File: config.mk
export PLATFORM = sky130hd
export DESIGN_NAME = uart_rx
export DESIGN_NICKNAME = d
export VERILOG_FILES = /design/src/rtl/uart_rx.sv
export SDC_FILE = /design/constraint.sdc
export NUM_CORES = 1
export LEC_CHECK = 0
export ABC_AREA = 1
export CORE_UTILIZATION = 57
export CTS_CLUSTER_SIZE = 20
export DETAILED_ROUTE_END_ITERATION = 12
export GPL_TIMING_DRIVEN = 0
export PLACE_DENSITY = 0.81
export SLEW_MARGIN = 30
export SYNTH_ARGS = -nofsm -noshare
export SYNTH_HDL_FRONTEND = slang
export SYNTH_SLANG_ARGS = --single-unit
File: constraint.sdc
create_clock -name clk -period 3.5 [get_ports clk]
set_input_delay 0.7 -clock clk [delete_from_list [all_inputs] [get_ports clk]]
set_output_delay 0.7 -clock clk [all_outputs]
set_load 0.01 [all_outputs]
File: src/rtl/uart_rx.sv
// -----------------------------------------------------------------------------
// uart_rx -- 8-bit asynchronous serial receiver (LSB first, one stop bit).
//
// The rx line is brought into the clk domain through a SYNC_STAGES-deep flop
// chain. Each bit is then sampled at its midpoint, timed by a per-bit counter.
//
// Optional feature: define the macro UART_RX_PARITY_EN to add a parity bit
// between the data bits and the stop bit. PARITY_ODD = 0 selects even parity
// and 1 selects odd parity. Without the macro the frame is 10 bits long and
// rx_parity_err is held at 0. The port list is the same in both builds.
//
// Parameters:
//   CLKS_PER_BIT  clk cycles per UART bit (4..65535)
//   SYNC_STAGES   rx synchronizer depth (2..4)
//   PARITY_ODD    0 = even, 1 = odd (used only with UART_RX_PARITY_EN)
//
// Ports:
//   clk            rising-edge clock for all state
//   rst_n          synchronous active-low reset
//   rx             asynchronous serial input, idle high
//   rx_data        last correctly framed byte (holds until the next good frame)
//   rx_valid       1-cycle pulse: rx_data was updated this cycle
//   rx_frame_err   1-cycle pulse: stop bit sampled low
//   rx_parity_err  1-cycle pulse together with rx_valid: parity mismatch
//   rx_busy        high whenever the receiver is not idle
// -----------------------------------------------------------------------------
module uart_rx #(
    parameter int CLKS_PER_BIT = 16,
    parameter int SYNC_STAGES  = 2,
    parameter int PARITY_ODD   = 0
) (
    input  logic       clk,
    input  logic       rst_n,
    input  logic       rx,
    output logic [7:0] rx_data,
    output logic       rx_valid,
    output logic       rx_frame_err,
    output logic       rx_parity_err,
    output logic       rx_busy
);

    localparam int CW = $clog2(CLKS_PER_BIT);
    localparam logic [CW-1:0] BIT_LAST  = CW'(CLKS_PER_BIT - 1);
    localparam logic [CW-1:0] HALF_LAST = CW'(CLKS_PER_BIT / 2 - 1);

    // Reject illegal parameter values at elaboration time.
    generate
        if (CLKS_PER_BIT < 4 || CLKS_PER_BIT > 65535 ||
            SYNC_STAGES < 2 || SYNC_STAGES > 4 ||
            PARITY_ODD < 0 || PARITY_ODD > 1) begin : g_bad_params
            $error("uart_rx: parameter out of legal range");
        end
    endgenerate

    // ---------------------------------------------------------------------
    // Input synchronizer. It resets to all ones, which is the idle level.
    // ---------------------------------------------------------------------
    logic [SYNC_STAGES-1:0] r_sync;
    logic                   w_rx_s;

    generate
        for (genvar gi = 0; gi < SYNC_STAGES; gi++) begin : g_sync
            always_ff @(posedge clk) begin
                if (!rst_n) begin
                    r_sync[gi] <= 1'b1;
                end else begin
                    if (gi == 0) begin
                        r_sync[gi] <= rx;
                    end else begin
                        r_sync[gi] <= r_sync[(gi == 0) ? 0 : gi - 1];
                    end
                end
            end
        end
    endgenerate

    assign w_rx_s = r_sync[SYNC_STAGES-1];

    // ---------------------------------------------------------------------
    // Receive FSM
    // ---------------------------------------------------------------------
    typedef enum logic [2:0] {
        S_IDLE,
        S_START,
        S_DATA,
`ifdef UART_RX_PARITY_EN
        S_PARITY,
`endif
        S_STOP,
        S_BREAK
    } state_t;

    state_t          r_state;
    logic [CW-1:0]   r_cnt;
    logic [2:0]      r_bit_cnt;
    logic [7:0]      r_shift;
    // r_armed is set once rx_s has been seen high since reset. A line that
    // is still low when reset is released therefore cannot start a frame.
    logic            r_armed;
`ifdef UART_RX_PARITY_EN
    logic            r_par_bit;
`endif
    logic            w_bit_point;

    assign w_bit_point = (r_cnt == BIT_LAST);
    assign rx_busy     = (r_state != S_IDLE);

    always_ff @(posedge clk) begin
        if (!rst_n) begin
            r_state       <= S_IDLE;
            r_cnt         <= '0;
            r_bit_cnt     <= '0;
            r_shift       <= '0;
            r_armed       <= 1'b0;
`ifdef UART_RX_PARITY_EN
            r_par_bit     <= 1'b0;
`endif
            rx_data       <= 8'h00;
            rx_valid      <= 1'b0;
            rx_frame_err  <= 1'b0;
            rx_parity_err <= 1'b0;
        end else begin
            rx_valid      <= 1'b0;
            rx_frame_err  <= 1'b0;
            rx_parity_err <= 1'b0;
            r_cnt         <= r_cnt + 1'b1;
            if (w_rx_s) begin
                r_armed <= 1'b1;
            end

            case (r_state)
                S_IDLE: begin
                    r_cnt     <= '0;
                    r_bit_cnt <= '0;
                    if (r_armed && !w_rx_s) begin
                        r_state <= S_START;
                    end
                end

                // Re-check the start bit at its midpoint. This filters out
                // short glitches and sets the sampling phase for the
                // rest of the frame.
                S_START: begin
                    if (r_cnt == HALF_LAST) begin
                        r_cnt   <= '0;
                        r_state <= w_rx_s ? S_IDLE : S_DATA;
                    end
                end

                S_DATA: begin
                    if (w_bit_point) begin
                        r_cnt     <= '0;
                        r_shift   <= {w_rx_s, r_shift[7:1]};
                        r_bit_cnt <= r_bit_cnt + 3'd1;
                        if (r_bit_cnt == 3'd7) begin
`ifdef UART_RX_PARITY_EN
                            r_state <= S_PARITY;
`else
                            r_state <= S_STOP;
`endif
                        end
                    end
                end

`ifdef UART_RX_PARITY_EN
                S_PARITY: begin
                    if (w_bit_point) begin
                        r_cnt     <= '0;
                        r_par_bit <= w_rx_s;
                        r_state   <= S_STOP;
                    end
                end
`endif

                S_STOP: begin
                    if (w_bit_point) begin
                        r_cnt <= '0;
                        if (w_rx_s) begin
                            rx_data  <= r_shift;
                            rx_valid <= 1'b1;
`ifdef UART_RX_PARITY_EN
                            rx_parity_err <= (^r_shift) ^ r_par_bit ^ PARITY_ODD[0];
`endif
                            r_state  <= S_IDLE;
                        end else begin
                            rx_frame_err <= 1'b1;
                            r_state      <= S_BREAK;
                        end
                    end
                end

                // Stay here while the line is held low after a framing
                // error, so that a long break gives only one error pulse.
                S_BREAK: begin
                    r_cnt <= '0;
                    if (w_rx_s) begin
                        r_state <= S_IDLE;
                    end
                end

                default: begin
                    r_cnt   <= '0;
                    r_state <= S_IDLE;
                end
            endcase
        end
    end

endmodule

==> metrics.csv <==
stage;metric;value;unit
sta;Final Hold Viols;0;
detailed_routing;DR pass1 iterations;4;
logic_synthesis;area leader, netlist;dfxtp_1;
detailed_routing;Via density;5.058;
worst_setup_path;startpoint types;flip-flop;
floorplanning;core area;0.002002;sq mm
clocking;maximum root-to-sink buffer count;2;
sta;Max Fclk;0.4406;GHz
global_routing;pin count of the biggest net entering global routing;11;
logic_synthesis;YS warnings;0;
logic_synthesis;most common cell in the synthesized netlist;nor2_1;
clocking;# resized after CTS;0;
worst_setup_path;reg2reg start;r_cnt[0]$_SDFF_PN0_;
final_layout;Synth-to-Final Area Change;20.04;%
logic_synthesis;mux cell area share after synthesis;0;%
clocking;clk slew on worst S/H paths;0.09;ns
clocking;H-tree Lvls;2;
worst_setup_path;Reg2Reg Setup Slack;2.00;ns
logic_synthesis;Mapped Area;0.001249;sq mm
sta;period utilization;64.84;%
hold_path;Min-Delay Path Depth;1;
run_status;status;finished, final reports clean;
final_layout;Core Util, Final;74.88;%
hold_path;hold endpoint;w_rx_s$_SDFF_PN1_;
logic_synthesis;syn_nets;165;
hold_path;hold path startpoint;r_sync[0]$_SDFF_PN1_;
worst_setup_path;worst r2r path cells;8;
final_layout;final net count;185;
pwr;VDD IR max;534.1;uV
floorplanning;num ports;15;
floorplanning;Die X;48.81;um
clocking;TritonCTS Buffers;5;
logic_synthesis;sequential area share after synthesis;49.70;%
worst_setup_path;CP endpoint kind;output port;
sta;RSZ-0062 raised after global routing;no;
logic_synthesis;Yosys reg bits;31;
pwr;Leak Pwr;0.6461;nW
detailed_routing;Post-route DRC;0;
detailed_routing;Final ANT Viol Nets;0;
logic_synthesis;ys async rst share;0;%
global_routing;initial antenna violation count;0;
worst_setup_path;CP max FO;7;
placed_design;pre-CTS setup slack;1.579;ns
logic_synthesis;synthesized instance count;159;
placed_design;Port Buf Inserts;13;
worst_setup_path;Arr. time, crit path;1.57;ns
logic_synthesis;Yosys top cell area share;49.70;%
placed_design;dpl hpwl;1.629;mm
clocking;CTS root buffer;clkbuf_4;
final_layout;fraction of layout cells with a size suffix above 1;12.78;%
final_layout;Fillers;154;
placed_design;routability cong.;0.8001;
detailed_routing;via count;1047;
pwr;pwr/cell area;574.7;mW/mm^2
logic_synthesis;prevailing post-synth register cell;dfxtp_1;
final_layout;n_diodes;0;
clocking;CTS tree;done;
clocking;setup bufs post-CTS;0;
final_layout;area of the multi-input gates;560.5;sq um
logic_synthesis;area share of fa/ha/maj cells after synthesis;3.006;%
clocking;# hold bufs at CTS;0;
logic_synthesis;main combinational cell family by area after synthesis;simple AND/OR/NAND/NOR gates;
sta;Setup Viol. Count Final;0;
hold_path;Hold Path Class;flip-flop to flip-flop;
logic_synthesis;top cells by area, synth;dfxtp_1 50%, nor2_1 14%, o21ai_0 7.2%;
floorplanning;Starting Density;62.38;%
logic_synthesis;simple logic cell fraction of the synthesized area;29.76;%
sta;Fin Setup TNS;0;ns
final_layout;FF+latch area;620.6;sq um
global_routing;grt total ovfl;0;
detailed_routing;total wire length;2.196;mm
sta;final setup skew;0.01972;ns
logic_synthesis;Synth Area per Inst;7.853;sq um
clocking;Sink Count;31;
floorplanning;Core Rows;16;
worst_setup_path;Worst EP required;2.80;ns
sta;max-slew violation count;0;
worst_setup_path;worst reg2reg path endpoint;r_state[1]$_SDFFE_PN0P_;
global_routing;first-pass GRT wire length;3.857;mm
global_routing;vias in the first global route;939;
global_routing;Tot GR Track Use;21.19;%
floorplanning;Die Area;0.002382;sq mm
sta;Tmin final;2.270;ns
logic_synthesis;Post-synth EDFFs;0;
logic_synthesis;Commonest cells post-synth;46 x nor2_1, 31 x dfxtp_1, 18 x o21ai_0;
logic_synthesis;Yosys cell types;24;
logic_synthesis;Compound-Gate Fraction of Synth Area;11.12;%
detailed_routing;wire per inst;10.61;um
clocking;Worst-Skew Late Latency;0.33;ns
sta;Final Worst Setup Slack;1.231;ns
floorplanning;die span in y;48.81;um
worst_setup_path;WS Path Type;flip-flop to output port;
flow_run;Max-Cap Viols;0;
detailed_routing;DRT iter0 DRCs;13;
logic_synthesis;XOR/XNOR Fraction of Synth Area;0.7014;%
metrics by stage:
stage | instances | total power (W) | instance area (sq um) | hold slack [ns]
finish | 207 | 0.0008615 | 1499 | 0.4221
global route | 207 | 0.0009136 | 1499 | 0.4549
CTS | 207 | 0.0008657 | 1499 | 0.4251
detailed placement | 199 | 0.0005784 | 1413 | 0.4022
global placement | 199 | 0.0005715 | 1413 | 0.3970
floorplan | 159 | 0.0005357 | 1249 | 0.3925
layer usage:
layer / GRT usage, % / wire length [um] / share of wire (%)
met4: 7.353 / 31 / 1.4
met5: 0 / 0 / 0
met3: 7.477 / 117 / 5.3
met2: 32.41 / 972 / 44
met1: 27.69 / 1073 / 49
cell families (layout without fill, tap and decap cells):
logic type	after synthesis	count (layout)
flops	31	31
xor+xnor	1	1
other cells	1	1
buf+inv	15	36
compound gates	27	27
simple gates	81	81
fa+ha+maj	3	3
sequential cells by signal (all words and copies together) (netlist names):
name	flops
rx_data	8
r_state	3
r_armed	1
rx_valid	1
r_shift	8
r_sync	1
w_rx_s	1
r_bit_cnt	3
rx_frame_err	1
r_cnt	4
cell usage in the layout (no fill, tap or decap):
| cell | count |
|---|---|
| clkbuf_8 | 1 |
| nand3_2 | 1 |
| nor2_2 | 3 |
| clkdlybuf4s50_1 | 13 |
| a21oi_1 | 7 |
| xor2_1 | 1 |
| o21a_1 | 1 |
| nand2_4 | 1 |
| a31oi_1 | 1 |
| dfxtp_1 | 31 |
| clkbuf_4 | 5 |
| inv_1 | 10 |
| nand2_2 | 2 |
| nor3_1 | 2 |
| inv_2 | 1 |
| or2_2 | 2 |
| conb_1 | 1 |
| o21ai_0 | 18 |
| buf_4 | 1 |
| bufinv_16 | 1 |
| nand3_1 | 6 |
| nor3b_1 | 1 |
| buf_6 | 1 |
| nor2_4 | 3 |
| ha_1 | 3 |
| clkbuf_1 | 2 |
| clkinv_2 | 1 |
| nand2_1 | 14 |
| nor2_1 | 46 |
worst max-delay path, cell delays in order, from the launching register on:
cell	delay [ns]
dfxtp_1	0.51
nor2_4	0.11
nand2_2	0.09
clkdlybuf4s50_1	0.55
worst max path at each step:
stage / cells past startpoint / endpoint / start
finish: 3 / rx_busy / r_state[2]$_SDFFE_PN0P_
global route: 3 / rx_busy / r_state[2]$_SDFFE_PN0P_
CTS: 3 / rx_busy / r_state[2]$_SDFFE_PN0P_
detailed placement: 5 / r_cnt[0]$_SDFF_PN0_ / rst_n
global placement: 5 / r_cnt[3]$_SDFF_PN0_ / rst_n
floorplan: 2 / rx_busy / r_state[2]$_SDFFE_PN0P_
power by group:
group,switching [W],internal [W]
Sequential,0.0000237,0.000369
Combinational,0.000110,0.0000722
Clock,0.000118,0.000169
Total,0.000252,0.000610
area by class of cell:
| cell class | count | area share [%] |
|---|---|---|
| multi-input cells | 113 | 37.40 |
| plain buffers | 4 | 1.753 |
| inverters | 11 | 2.755 |
| well taps | 27 | 2.254 |
| flip-flops and latches | 31 | 41.40 |
| repair buffers | 13 | 8.681 |
| clock buffers | 6 | 3.422 |
| clock inverters | 2 | 2.337 |
(Power assumes the default switching activity.)
